File: src/rtl/program_counter.sv
// Fetch-unit PC register: loads the upstream-selected next address every rising edge, synchronous reset.
// Latency 1 cycle; no backpressure, no enable or stall.
module program_counter #(
    parameter int unsigned       WIDTH       = 32,
    parameter logic [WIDTH-1:0]  RESET_VALUE = '0
) (
    input  logic             Clk,
    input  logic             Reset,
    input  logic [WIDTH-1:0] Address,
    output logic [WIDTH-1:0] PCResult
);

    logic [WIDTH-1:0] pc;

    // Reset wins over the load; the address is taken verbatim, with no alignment masking.
    always_ff @(posedge Clk) begin
        if (Reset) begin
            pc <= RESET_VALUE;
        end else begin
            pc <= Address;
        end
    end

    assign PCResult = pc;

endmodule

File: config.mk
export PLATFORM = sky130hd
export DESIGN_NAME = program_counter
export DESIGN_NICKNAME = d
export VERILOG_FILES = /design/src/rtl/program_counter.sv
export SDC_FILE = /design/constraint.sdc
export NUM_CORES = 1
export LEC_CHECK = 0
export ABC_AREA = 1
export BUFFER_PORTS_ARGS = -buffer_cell sky130_fd_sc_hd__clkbuf_2
export CAP_MARGIN = 20
export CORE_MARGIN = 2
export CORE_UTILIZATION = 41
export DETAILED_ROUTE_END_ITERATION = 12
export PLACE_DENSITY_LB_ADDON = 0.12
export SLEW_MARGIN = 20
export SYNTH_ARGS = -nofsm -noshare
export SYNTH_HDL_FRONTEND = slang
export SYNTH_SLANG_ARGS = --single-unit
export TNS_END_PERCENT = 50
File: constraint.sdc
create_clock -name Clk -period 0.8 [get_ports Clk]
set_clock_uncertainty 0.05 [all_clocks]
set_input_delay 0.08 -clock Clk [delete_from_list [all_inputs] [get_ports Clk]]
set_output_delay 0.08 -clock Clk [all_outputs]
set_load 0.05 [all_outputs]
Word level (Yosys, flattened, before mapping)

Index checks and enable logic that the tools add are counted.

Word-level logic and storage cells: 1
Input bits: 34
Output and inout port bits: 32
Flip-flop bits (word level): 32

Depth between registers and ports, before layout

Gate-level depths: netlist (run 1).

Depth after elaboration: 0
Depth in mapped cells: 2
Depth with buffers taken out: 2

Worst setup path after synthesis (run 1)

OpenSTA, ideal clock, no wires.

Kind: reg-to-output
Start point: reg pc[0] (netlist: PCResult[0])
End point: out PCResult[0]
Slack: 0.083 ns
Data arrival time: 0.587 ns
Cell stages (with the launch flop): 1
Cell sequence: dfxtp_1

RTL lines:

| item                   | line | RTL |
|---|---|---|
| start, declared        | 13   | `logic [WIDTH-1:0] pc;` |
| start signal, assigned | 20   | `pc <= Address;` |
| end, declared          | 10   | `output logic [WIDTH-1:0] PCResult` |

No word-level cell between the ends.

Worst setup path after layout (run 1)

Start point: reg pc[13] (netlist: PCResult[13])
End point: out PCResult[13]

No word-level cell between the ends.

==> results of run 1 <==
## worst max-delay path by stage
stage                     slack [ns]  depth (start not counted)           end
final                          -0.21                          1  PCResult[13]
after CTS                      -0.19                          1  PCResult[15]
after detailed placement        0.09                          1  PCResult[15]
after floorplan                 0.08                          0   PCResult[0]
after global placement          0.11                          1  PCResult[13]
after global routing           -0.25                          1  PCResult[13]
## power by group
group	total (W)	internal, W	switching, W
clock network	0.00125	0.000655	0.000591
logic	0.000958	0.000447	0.000511
registers	0.00176	0.00170	0.0000662
total	0.00397	0.00280	0.00117
## timing repair
action                                  in CTS  in global routing
endpoints found under the hold margin       32                  0
endpoints found under the setup margin      32                 32
gates resized for setup                     99                 29
hold buffers                                32                  0
## cells by family (layout without fill, tap and decap cells)
logic type,after synthesis,count (layout)
buffers and inverters,35,138
AND/OR/NAND/NOR,32,32
flip-flops,32,32
## metrics by stage
| step | setup TNS (ns) | hold slack (ns) |
|---|---|---|
| after floorplan | 0 | 0.1012 |
| after global placement | 0 | 0.2217 |
| after CTS | -5.349 | 0.05698 |
| after detailed placement | 0 | 0.2254 |
| final | -5.685 | 0.08105 |
| after global routing | -6.528 | 0.07425 |
## metal layers
metal,vias up,wire length [um],share of wire,global-route usage
met4,0,299,0.064,0.1009
met1,474,1424,0.31,0.2309
met2,73,2545,0.55,0.5628
met5,-,0,0,0
met3,30,370,0.080,0.1199
li1,468,-,-,-
## area by class of cell
| type | instances | area (sq um) |
|---|---|---|
| Sequential cell | 32 | 680.7 |
| Multi-Input combinational cell | 32 | 120.1 |
| Timing Repair Buffer | 98 | 1046 |
| Tap cell | 28 | 35.03 |
| Fill cell | 39 | 91.34 |
| Clock buffer | 6 | 41.29 |
| Clock inverter | 2 | 35.03 |
| Inverter | 32 | 120.1 |
## Yosys cell counts (all sizes together)
cell	n
buf	3
dfxtp	32
inv	32
nor2	32
## tightest hold or removal path, cell delays in order
cell and delay, ns:
clkbuf_2 0.13, buf_12 0.19, nor2_1 0.06
==> flow_metrics.env, run 1 <==
export IMPL_syn_inst=99
export IMPL_endpoint_kind="output port"
export IMPL_layout_nets=235
export IMPL_path_buf_inv=1
export IMPL_htreeDepth=2
export IMPL_cts_sinks=32
export IMPL_cts_tree="yes"
export IMPL_ir_drop_v=0.001795
export IMPL_hold_class="primary input to register"
export IMPL_post_route_util=0.9579
export IMPL_period_share=1.267
export IMPL_antenna_left=0
export IMPL_max_cap_violations=0
export IMPL_critPathTopFamily="flip-flops"
export IMPL_synthesis_area_sq_um=914.6
export IMPL_min_to="PCResult[10]$_SDFF_PP0_"
export IMPL_grt_usage=0.2781
export IMPL_via_count=1045
export IMPL_fin_ws_ns=-0.2135
export IMPL_finalMaxSlewViolations=0
export IMPL_grt_setup_unrepaired="true"
export IMPL_drc=0
export IMPL_maxSlewHeadroom=0.8630
export IMPL_max_stage_delay_ns=0.36
export IMPL_synthMuxAreaShare=0
export IMPL_hold_viol_final=0
export IMPL_io_buffers=65
export IMPL_grt_pass1_vias=1061
export IMPL_setup_viol=32
export IMPL_core_sq_um=2170
export IMPL_clk_path_buf_depth=2
export IMPL_first_pass_iters=5
export IMPL_antenna_found_initial=0
export IMPL_overflow=0
export IMPL_synth_largest_area_cell="dfxtp_1"
export IMPL_dp_slack_ns=0.09379
export IMPL_synthDistinctLibCells=4
export IMPL_syn_nets=133
export IMPL_crit_path_start_kind="register"
export IMPL_synthTopCellsByArea="dfxtp_1, inv_1, nor2_1"
export IMPL_dieArea_sq_um=2625
export IMPL_p_leak_nw=1.089
export IMPL_dp_hpwl_um=1205
export IMPL_cts_made_buffers=5
export IMPL_dieHeight_um=51.23
export IMPL_violations="negative setup slack"
export IMPL_crit_chain="clkbuf_16"
export IMPL_grt_first_pass_wirelength_um=4940
export IMPL_status="finished with violations"
export IMPL_grt_max_degree=33
export IMPL_clkTransAtPathRegs_ns=0.11
export IMPL_synth_top_area_frac=0.7004
export IMPL_ys_ff_latch=32
export IMPL_io_pins=66
export IMPL_cp_arrival_ns=0.88
export IMPL_power_density_nw_per_um2=1909
export IMPL_yosysWarningCount=0
export IMPL_crit_fanout=1
export IMPL_syn_to_final_growth_pct=127.2
export IMPL_finalWirelength_um=4640
export IMPL_synth_fa_ha_area_frac=0
export IMPL_yosys_area_share_simple=0.1313
export IMPL_required_ns=0.67
export IMPL_place_gp_congestion=0.6352
export IMPL_synth_compound_area_frac=0
export IMPL_path_class="register to output port"
export IMPL_dp_cells=190
export IMPL_num_rows=17
export IMPL_min_period_ns=1.013
export IMPL_p_total_w=0.003967
export IMPL_syn_area_per_cell_sq_um=9.239
export IMPL_layout_drive_gt1_share=0.5198
export IMPL_initial_core_util=0.4216
export IMPL_yosysSeqAreaShare=0.7004
export IMPL_tightest_slew_ns=0.2048
export IMPL_clock_fmax_mhz=986.7
export IMPL_crit_start="PCResult[13]$_SDFF_PP0_"
export IMPL_cts_root_buf="clkbuf_4"
export IMPL_finalInstanceArea_sq_um=2078
export IMPL_die_x_um=51.23
export IMPL_stdcell_count=230
export IMPL_hold_depth=3
export IMPL_antenna_cells=0
export IMPL_hp_start="Reset"
export IMPL_post_cts_repair_setup_buffers=0
export IMPL_first_iter_violations=26
export IMPL_largest_register_ffs=32
export IMPL_routed_via_density=4.543
export IMPL_critPathSlowestCell="dfxtp_2"
export IMPL_mostFrequentLayoutCell="clkbuf_2"
export IMPL_placed_area_sq_um=1261
export IMPL_layout_common_cells="clkbuf_2, dfxtp_2, inv_1, nor2_1, dlygate4sd3_1"
export IMPL_routedWlPerCell_um=20.17
export IMPL_synth_xor_area_frac=0
export IMPL_synth_top_family_by_area="buffers and inverters"
Note: power is estimated with default switching activity, not from simulation.
==> inputs of run 2 (changes only) <==
ABC_AREA = 0   (was 1)
CORE_UTILIZATION = 40   (was 41)
PLACE_DENSITY = 0.81   (was default)
PLACE_DENSITY_LB_ADDON = default   (was 0.12)
==> flow_metrics.env, run 2 <==
export IMPL_status="did not finish"
export IMPL_flow_stopped_at="clock tree synthesis (4_1_cts)"
export IMPL_firstError="[ERROR DPL-0038] Utilization greater than 100%, impossible to legalize"
export IMPL_place_gp_congestion=0.6563
export IMPL_die_x_um=50.46
export IMPL_htreeDepth=2
export IMPL_post_cts_repair_setup_buffers=0
export IMPL_synthesis_area_sq_um=863.3
export IMPL_synthTopCellsByCount="dfxtp_1, nor2b_1, buf_4"
export IMPL_syn_inst=67
export IMPL_synthArstFlopShare=0
export IMPL_initial_core_util=0.4312
export IMPL_cts_sinks=32
export IMPL_num_rows=16
export IMPL_cts_root_buf="clkbuf_4"
export IMPL_cts_resized=103
export IMPL_ctsHoldBuffers=32
export IMPL_yosysSeqAreaShare=0.7420
export IMPL_ys_ff_latch=32
export IMPL_syn_nets=101
export IMPL_synth_largest_area_cell="dfxtp_1"
export IMPL_clk_path_buf_depth=2
export IMPL_dieHeight_um=50.46
export IMPL_synthTopCellsByArea="dfxtp_1, nor2b_1, buf_4"
export IMPL_cts_made_buffers=5
export IMPL_yosysWarningCount=0
export IMPL_io_buffers=65
export IMPL_synth_flop_cell="dfxtp_1"
export IMPL_synth_top_area_frac=0.7420
export IMPL_synth_edf_count=0
export IMPL_dp_hpwl_um=1296
export IMPL_synthDistinctLibCells=3
export IMPL_io_pins=66
export IMPL_syn_area_per_cell_sq_um=12.89
==> run 2: changes by cell type after synthesis <==
cell / previous run / this run
inv_1: 32 / 0
nor2b_1: 0 / 32
buf_6: 3 / 0
buf_4: 0 / 3
nor2_1: 32 / 0
==> run 2: through the flow <==
stage / instances / area (sq um) / setup WS, ns / hold WS (ns) / utilization
after floorplan: 67 / 863.3 / 0.08267 / 0.1016 / -
after global placement: 157 / 1220 / 0.1074 / 0.2375 / 0.6094
after detailed placement: 157 / 1220 / 0.09750 / 0.2424 / 0.6094
==> run 2: cells by family after synthesis <==
kind of cell	Yosys count	synth area share
DFF	32	0.7420
buffers and inverters	3	0.02609
and+or+nand+nor	32	0.2319
==> inputs of run 3 (changes only) <==
CORE_AREA = 2 2 63 65   (was default)
CORE_MARGIN = default   (was 2)
CORE_UTILIZATION = default   (was 40)
DIE_AREA = 0 0 65 67   (was default)
PLACE_DENSITY = default   (was 0.81)
PLACE_DENSITY_LB_ADDON = 0.15   (was default)
==> flow_metrics.env, run 3 <==
export IMPL_status="finished with violations"
export IMPL_violations="negative setup slack"
export IMPL_initial_core_util=0.2394
export IMPL_dieHeight_um=67
export IMPL_ir_drop_v=0.0008055
export IMPL_first_iter_violations=7
export IMPL_clockPowerShare=0.296
export IMPL_crit_chain="buf_8"
export IMPL_synthTopCellsByArea="dfxtp_1, nor2b_1, buf_4"
export IMPL_post_cts_repair_setup_buffers=0
export IMPL_antenna_left=0
export IMPL_critPathSlowestCell="dfxtp_2"
export IMPL_io_buffers=65
export IMPL_clock_fmax_mhz=1105
export IMPL_hold_viol_final=0
export IMPL_p_sw_w=0.001011
export IMPL_path_class="register to output port"
export IMPL_critPathTopFamily="flip-flops"
export IMPL_cts_made_buffers=5
export IMPL_synth_top_area_frac=0.7420
export IMPL_layout_drive_gt1_share=0.6154
export IMPL_cts_sinks=32
export IMPL_overflow=0
export IMPL_fin_ws_ns=-0.1049
export IMPL_grt_busiest_layer="met2"
export IMPL_fin_setup_tns_ns=-2.604
export IMPL_routed_via_density=3.820
export IMPL_crit_path_start_kind="register"
export IMPL_tightest_slew_ns=0.1344
export IMPL_grt_max_degree=33
export IMPL_drc=0
export IMPL_syn_to_final_growth_pct=144.9
export IMPL_finalMaxSlewViolations=0
export IMPL_dp_cells=178
export IMPL_path_buf_inv=1
export IMPL_seqPwrFrac=0.465
export IMPL_syn_inst=67
export IMPL_finalWirelength_um=2607
export IMPL_period_share=1.131
export IMPL_max_cap_violations=0
export IMPL_post_route_util=0.5864
export IMPL_clk_path_buf_depth=2
export IMPL_grt_setup_unrepaired="true"
export IMPL_p_leak_nw=0.9449
export IMPL_grt_use_met3=0.07601
export IMPL_routedWlPerCell_um=12.01
export IMPL_grt_usage=0.1331
export IMPL_fin_worst_hold_slack_ns=0.1361
export IMPL_synthDistinctLibCells=3
export IMPL_htreeDepth=2
export IMPL_core_sq_um=3606
export IMPL_layout_nets=203
export IMPL_comb_power_share=0.238
export IMPL_endpoint_kind="output port"
export IMPL_first_pass_iters=2
export IMPL_maxSlewHeadroom=0.9104
export IMPL_grt_pass1_vias=947
export IMPL_dieArea_sq_um=4355
export IMPL_cts_tree="yes"
export IMPL_yosysWarningCount=0
export IMPL_hold_class="primary input to register"
export IMPL_max_stage_delay_ns=0.35
export IMPL_die_x_um=65
export IMPL_io_pins=66
export IMPL_switching_share=0.2678
export IMPL_power_density_nw_per_um2=1786
export IMPL_min_period_ns=0.9049
export IMPL_grt_first_pass_wirelength_um=4243
export IMPL_nFillCells=285
export IMPL_via_count=829
export IMPL_use_met2=0.2590
export IMPL_internal_power_w=0.002765
export IMPL_synthArstFlopShare=0
export IMPL_setup_viol=32
export IMPL_required_ns=0.67
export IMPL_mostFrequentLayoutCell="clkbuf_2"
export IMPL_syn_nets=101
export IMPL_p_total_w=0.003777
export IMPL_yosysSeqAreaShare=0.7420
export IMPL_ys_ff_latch=32
export IMPL_crit_fanout=1
export IMPL_syn_area_per_cell_sq_um=12.89
export IMPL_clkTransAtPathRegs_ns=0.06
export IMPL_synth_edf_count=0
export IMPL_synthesis_area_sq_um=863.3
export IMPL_synth_largest_area_cell="dfxtp_1"
export IMPL_met1_usage=0.1132
export IMPL_antenna_found_initial=0
export IMPL_num_rows=22
export IMPL_synth_flop_cell="dfxtp_1"
export IMPL_place_gp_congestion=0.5998
export IMPL_largest_register_ffs=32
export IMPL_synthTopCellsByCount="dfxtp_1, nor2b_1, buf_4"
export IMPL_cts_root_buf="clkbuf_8"
export IMPL_stdcell_count=217
export IMPL_cp_arrival_ns=0.77
export IMPL_layout_common_cells="clkbuf_2, dfxtp_2, nor2b_1, dlygate4sd3_1, buf_8"
export IMPL_antenna_cells=0
==> run 3: cell families (layout without fill, tap and decap cells) <==
logic type,Yosys count,after routing,share of synthesized area
DFF,32,32,0.7420
and+or+nand+nor,32,32,0.2319
buffers and inverters,3,105,0.02609
==> run 3: metrics by stage <==
stage | setup WS, ns | area (sq um)
global placement | 0.09762 | 1246
detailed placement | 0.09748 | 1246
floorplan | 0.08267 | 863.3
global route | -0.1421 | 2115
CTS | -0.1141 | 2087
finish | -0.1049 | 2115
==> run 3: worst paths after layout <==
kind	startpoint	to	cells past startpoint	slack (ns)
min	Reset	PCResult[2]$_SDFF_PP0_	3	0.14
max	PCResult[11]$_SDFF_PP0_	PCResult[11]	1	-0.10
==> run 3: area by class of cell <==
cell class | instances | area (sq um) | area share
clock buffer | 6 | 72.57 | 0.03432
tap | 48 | 60.06 | 0.02840
multi-input combinational | 32 | 200.2 | 0.09467
clock inverter | 1 | 5.005 | 0.002367
timing repair buffer | 98 | 1096 | 0.5183
sequential | 32 | 680.7 | 0.3219
==> run 3: metal layers <==
layer	up-vias	wire, um
met5	-	0
met1	374	911
li1	401	-
met4	0	34
met3	5	265
met2	49	1395
==> run 3: timing repair <==
action                                  CTS  global route
hold endpoints to repair                 32             0
gates resized for setup                 106            22
hold buffers                             32             0
endpoints found under the setup margin   32            32
==> run 3: power groups by stage <==
stage	Combinational [W]	Clock [W]	Sequential, W
2_1_floorplan	0.0000766	0	0.00204
3_3_place_gp	0.000551	0	0.00173
3_5_place_dp	0.000552	0	0.00174
4_1_cts	0.000865	0.00115	0.00174
5_1_grt	0.000945	0.00124	0.00177
6_report	0.000900	0.00112	0.00176
==> inputs of run 4 (changes only) <==
REMOVE_ABC_BUFFERS = 1   (was default)
==> flow_metrics.env, run 4 (synthesis results as in run 3) <==
export IMPL_cts_sinks=32
export IMPL_cp_depth=1
export IMPL_clk_path_buf_depth=2
export IMPL_ir_drop_v=0.0009028
export IMPL_path_buf_inv=1
export IMPL_fin_ws_ns=-0.1040
export IMPL_crit_path_start_kind="register"
export IMPL_cts_made_buffers=5
export IMPL_crit_end="PCResult[9]"
export IMPL_setup_viol=32
export IMPL_antenna_found_initial=0
export IMPL_io_pins=66
export IMPL_cts_tree="yes"
export IMPL_place_gp_congestion=0.5744
export IMPL_maxSlewHeadroom=0.9090
export IMPL_dieArea_sq_um=4355
export IMPL_via_count=824
export IMPL_io_buffers=65
export IMPL_required_ns=0.67
export IMPL_antenna_left=0
export IMPL_initial_core_util=0.2394
export IMPL_period_share=1.130
export IMPL_violations="negative setup slack"
export IMPL_status="finished with violations"
export IMPL_critPathSlowestCell="dfxtp_2"
export IMPL_grt_first_pass_wirelength_um=3636
export IMPL_grt_usage=0.1164
export IMPL_critPathTopFamily="flip-flops"
export IMPL_antenna_cells=0
export IMPL_crit_fanout=1
export IMPL_finalWirelength_um=2333
export IMPL_clkTransAtPathRegs_ns=0.06
export IMPL_crit_chain="clkbuf_16"
export IMPL_post_route_util=0.5725
export IMPL_endpoint_kind="output port"
export IMPL_grt_max_degree=33
export IMPL_grt_pass1_vias=819
export IMPL_p_sw_w=0.001005
export IMPL_crit_start="PCResult[9]$_SDFF_PP0_"
export IMPL_mostFrequentLayoutCell="clkbuf_2"
export IMPL_routedWlPerCell_um=10.75
export IMPL_overflow=0
export IMPL_first_pass_iters=2
export IMPL_switching_share=0.2680
export IMPL_die_x_um=65
export IMPL_path_class="register to output port"
export IMPL_hold_viol_final=0
export IMPL_min_period_ns=0.9040
export IMPL_syn_to_final_growth_pct=139.1
export IMPL_max_stage_delay_ns=0.34
export IMPL_first_iter_violations=13
export IMPL_core_sq_um=3606
export IMPL_drc=0
export IMPL_cp_arrival_ns=0.77
export IMPL_p_leak_nw=0.9244
export IMPL_max_cap_violations=0
export IMPL_num_rows=22
export IMPL_layout_common_cells="clkbuf_2, dfxtp_2, nor2b_1, dlygate4sd3_1, buf_8"
export IMPL_clock_fmax_mhz=1106
export IMPL_post_cts_repair_setup_buffers=0
export IMPL_comb_power_share=0.232
export IMPL_dieHeight_um=67
export IMPL_hold_class="primary input to register"
export IMPL_cts_root_buf="clkbuf_8"
export IMPL_clockPowerShare=0.299
export IMPL_internal_power_w=0.002744
export IMPL_seqPwrFrac=0.468
export IMPL_htreeDepth=2
export IMPL_grt_setup_unrepaired="true"
export IMPL_finalMaxSlewViolations=0
export IMPL_routed_via_density=3.797
export IMPL_power_density_nw_per_um2=1816
export IMPL_largest_register_ffs=32
export IMPL_stdcell_count=217
export IMPL_tightest_slew_ns=0.1365
export IMPL_layout_drive_gt1_share=0.6154
export IMPL_dp_cells=178
export IMPL_layout_nets=203
[run 4: cell count changes in the layout (fill, tap and decap cells not counted), sizes merged]
cell,previous run,this run
buf,22,27
clkbuf,50,45
[run 4: worst min path at each step]
stage | from | end | slack [ns] | cells after the start
3_3_place_gp | Address[24] | PCResult[24]$_SDFF_PP0_ | 0.24 | 2
3_5_place_dp | Address[9] | PCResult[9]$_SDFF_PP0_ | 0.24 | 2
5_1_grt | Reset | PCResult[5]$_SDFF_PP0_ | 0.13 | 3
4_1_cts | Reset | PCResult[5]$_SDFF_PP0_ | 0.13 | 3
6_report | Reset | PCResult[6]$_SDFF_PP0_ | 0.13 | 3
2_1_floorplan | Reset | PCResult[0]$_SDFF_PP0_ | 0.10 | 1
[run 4: power by group through the flow]
| stage | registers (W) | clock network [W] | logic [W] |
|---|---|---|---|
| final | 0.00176 | 0.00112 | 0.000871 |
| after global placement | 0.00174 | 0 | 0.000550 |
| after detailed placement | 0.00174 | 0 | 0.000553 |
| after global routing | 0.00176 | 0.00127 | 0.000911 |
| after floorplan | 0.00204 | 0 | 0.0000528 |
| after CTS | 0.00174 | 0.00119 | 0.000838 |
[run 4: through the flow]
stage / setup TNS [ns] / setup slack (ns) / power (W) / hold slack (ns) / cell area (sq um)
after floorplan: 0 / 0.08267 / 0.002094 / 0.1016 / 840.8
after global placement: 0 / 0.06552 / 0.002285 / 0.2370 / 1246
after detailed placement: 0 / 0.07418 / 0.002291 / 0.2447 / 1246
after CTS: -3.399 / -0.1252 / 0.003759 / 0.1321 / 2031
after global routing: -3.585 / -0.1405 / 0.003943 / 0.1302 / 2064
final: -2.540 / -0.1040 / 0.003749 / 0.1311 / 2064
[run 4: per-layer routing]
metal	up-vias	track usage	share of wire
met5	-	0	0
met4	0	0.06383	0.022
met3	5	0.05405	0.093
met2	45	0.2113	0.52
met1	374	0.1075	0.37
li1	400	-	-
[run 4: layout make-up]
type | count | area, sq um
Fill cell | 292 | 1541
Timing Repair Buffer | 98 | 1046
Sequential cell | 32 | 680.7
Multi-Input combinational cell | 32 | 200.2
Clock buffer | 6 | 72.57
Tap cell | 48 | 60.06
Clock inverter | 1 | 5.005
[run 4: repair_timing]
action,CTS,global route
hold buffers,32,0
endpoints found under the setup margin,32,32
endpoints found under the hold margin,32,0
gates resized for setup,101,27
pin swaps,0,0
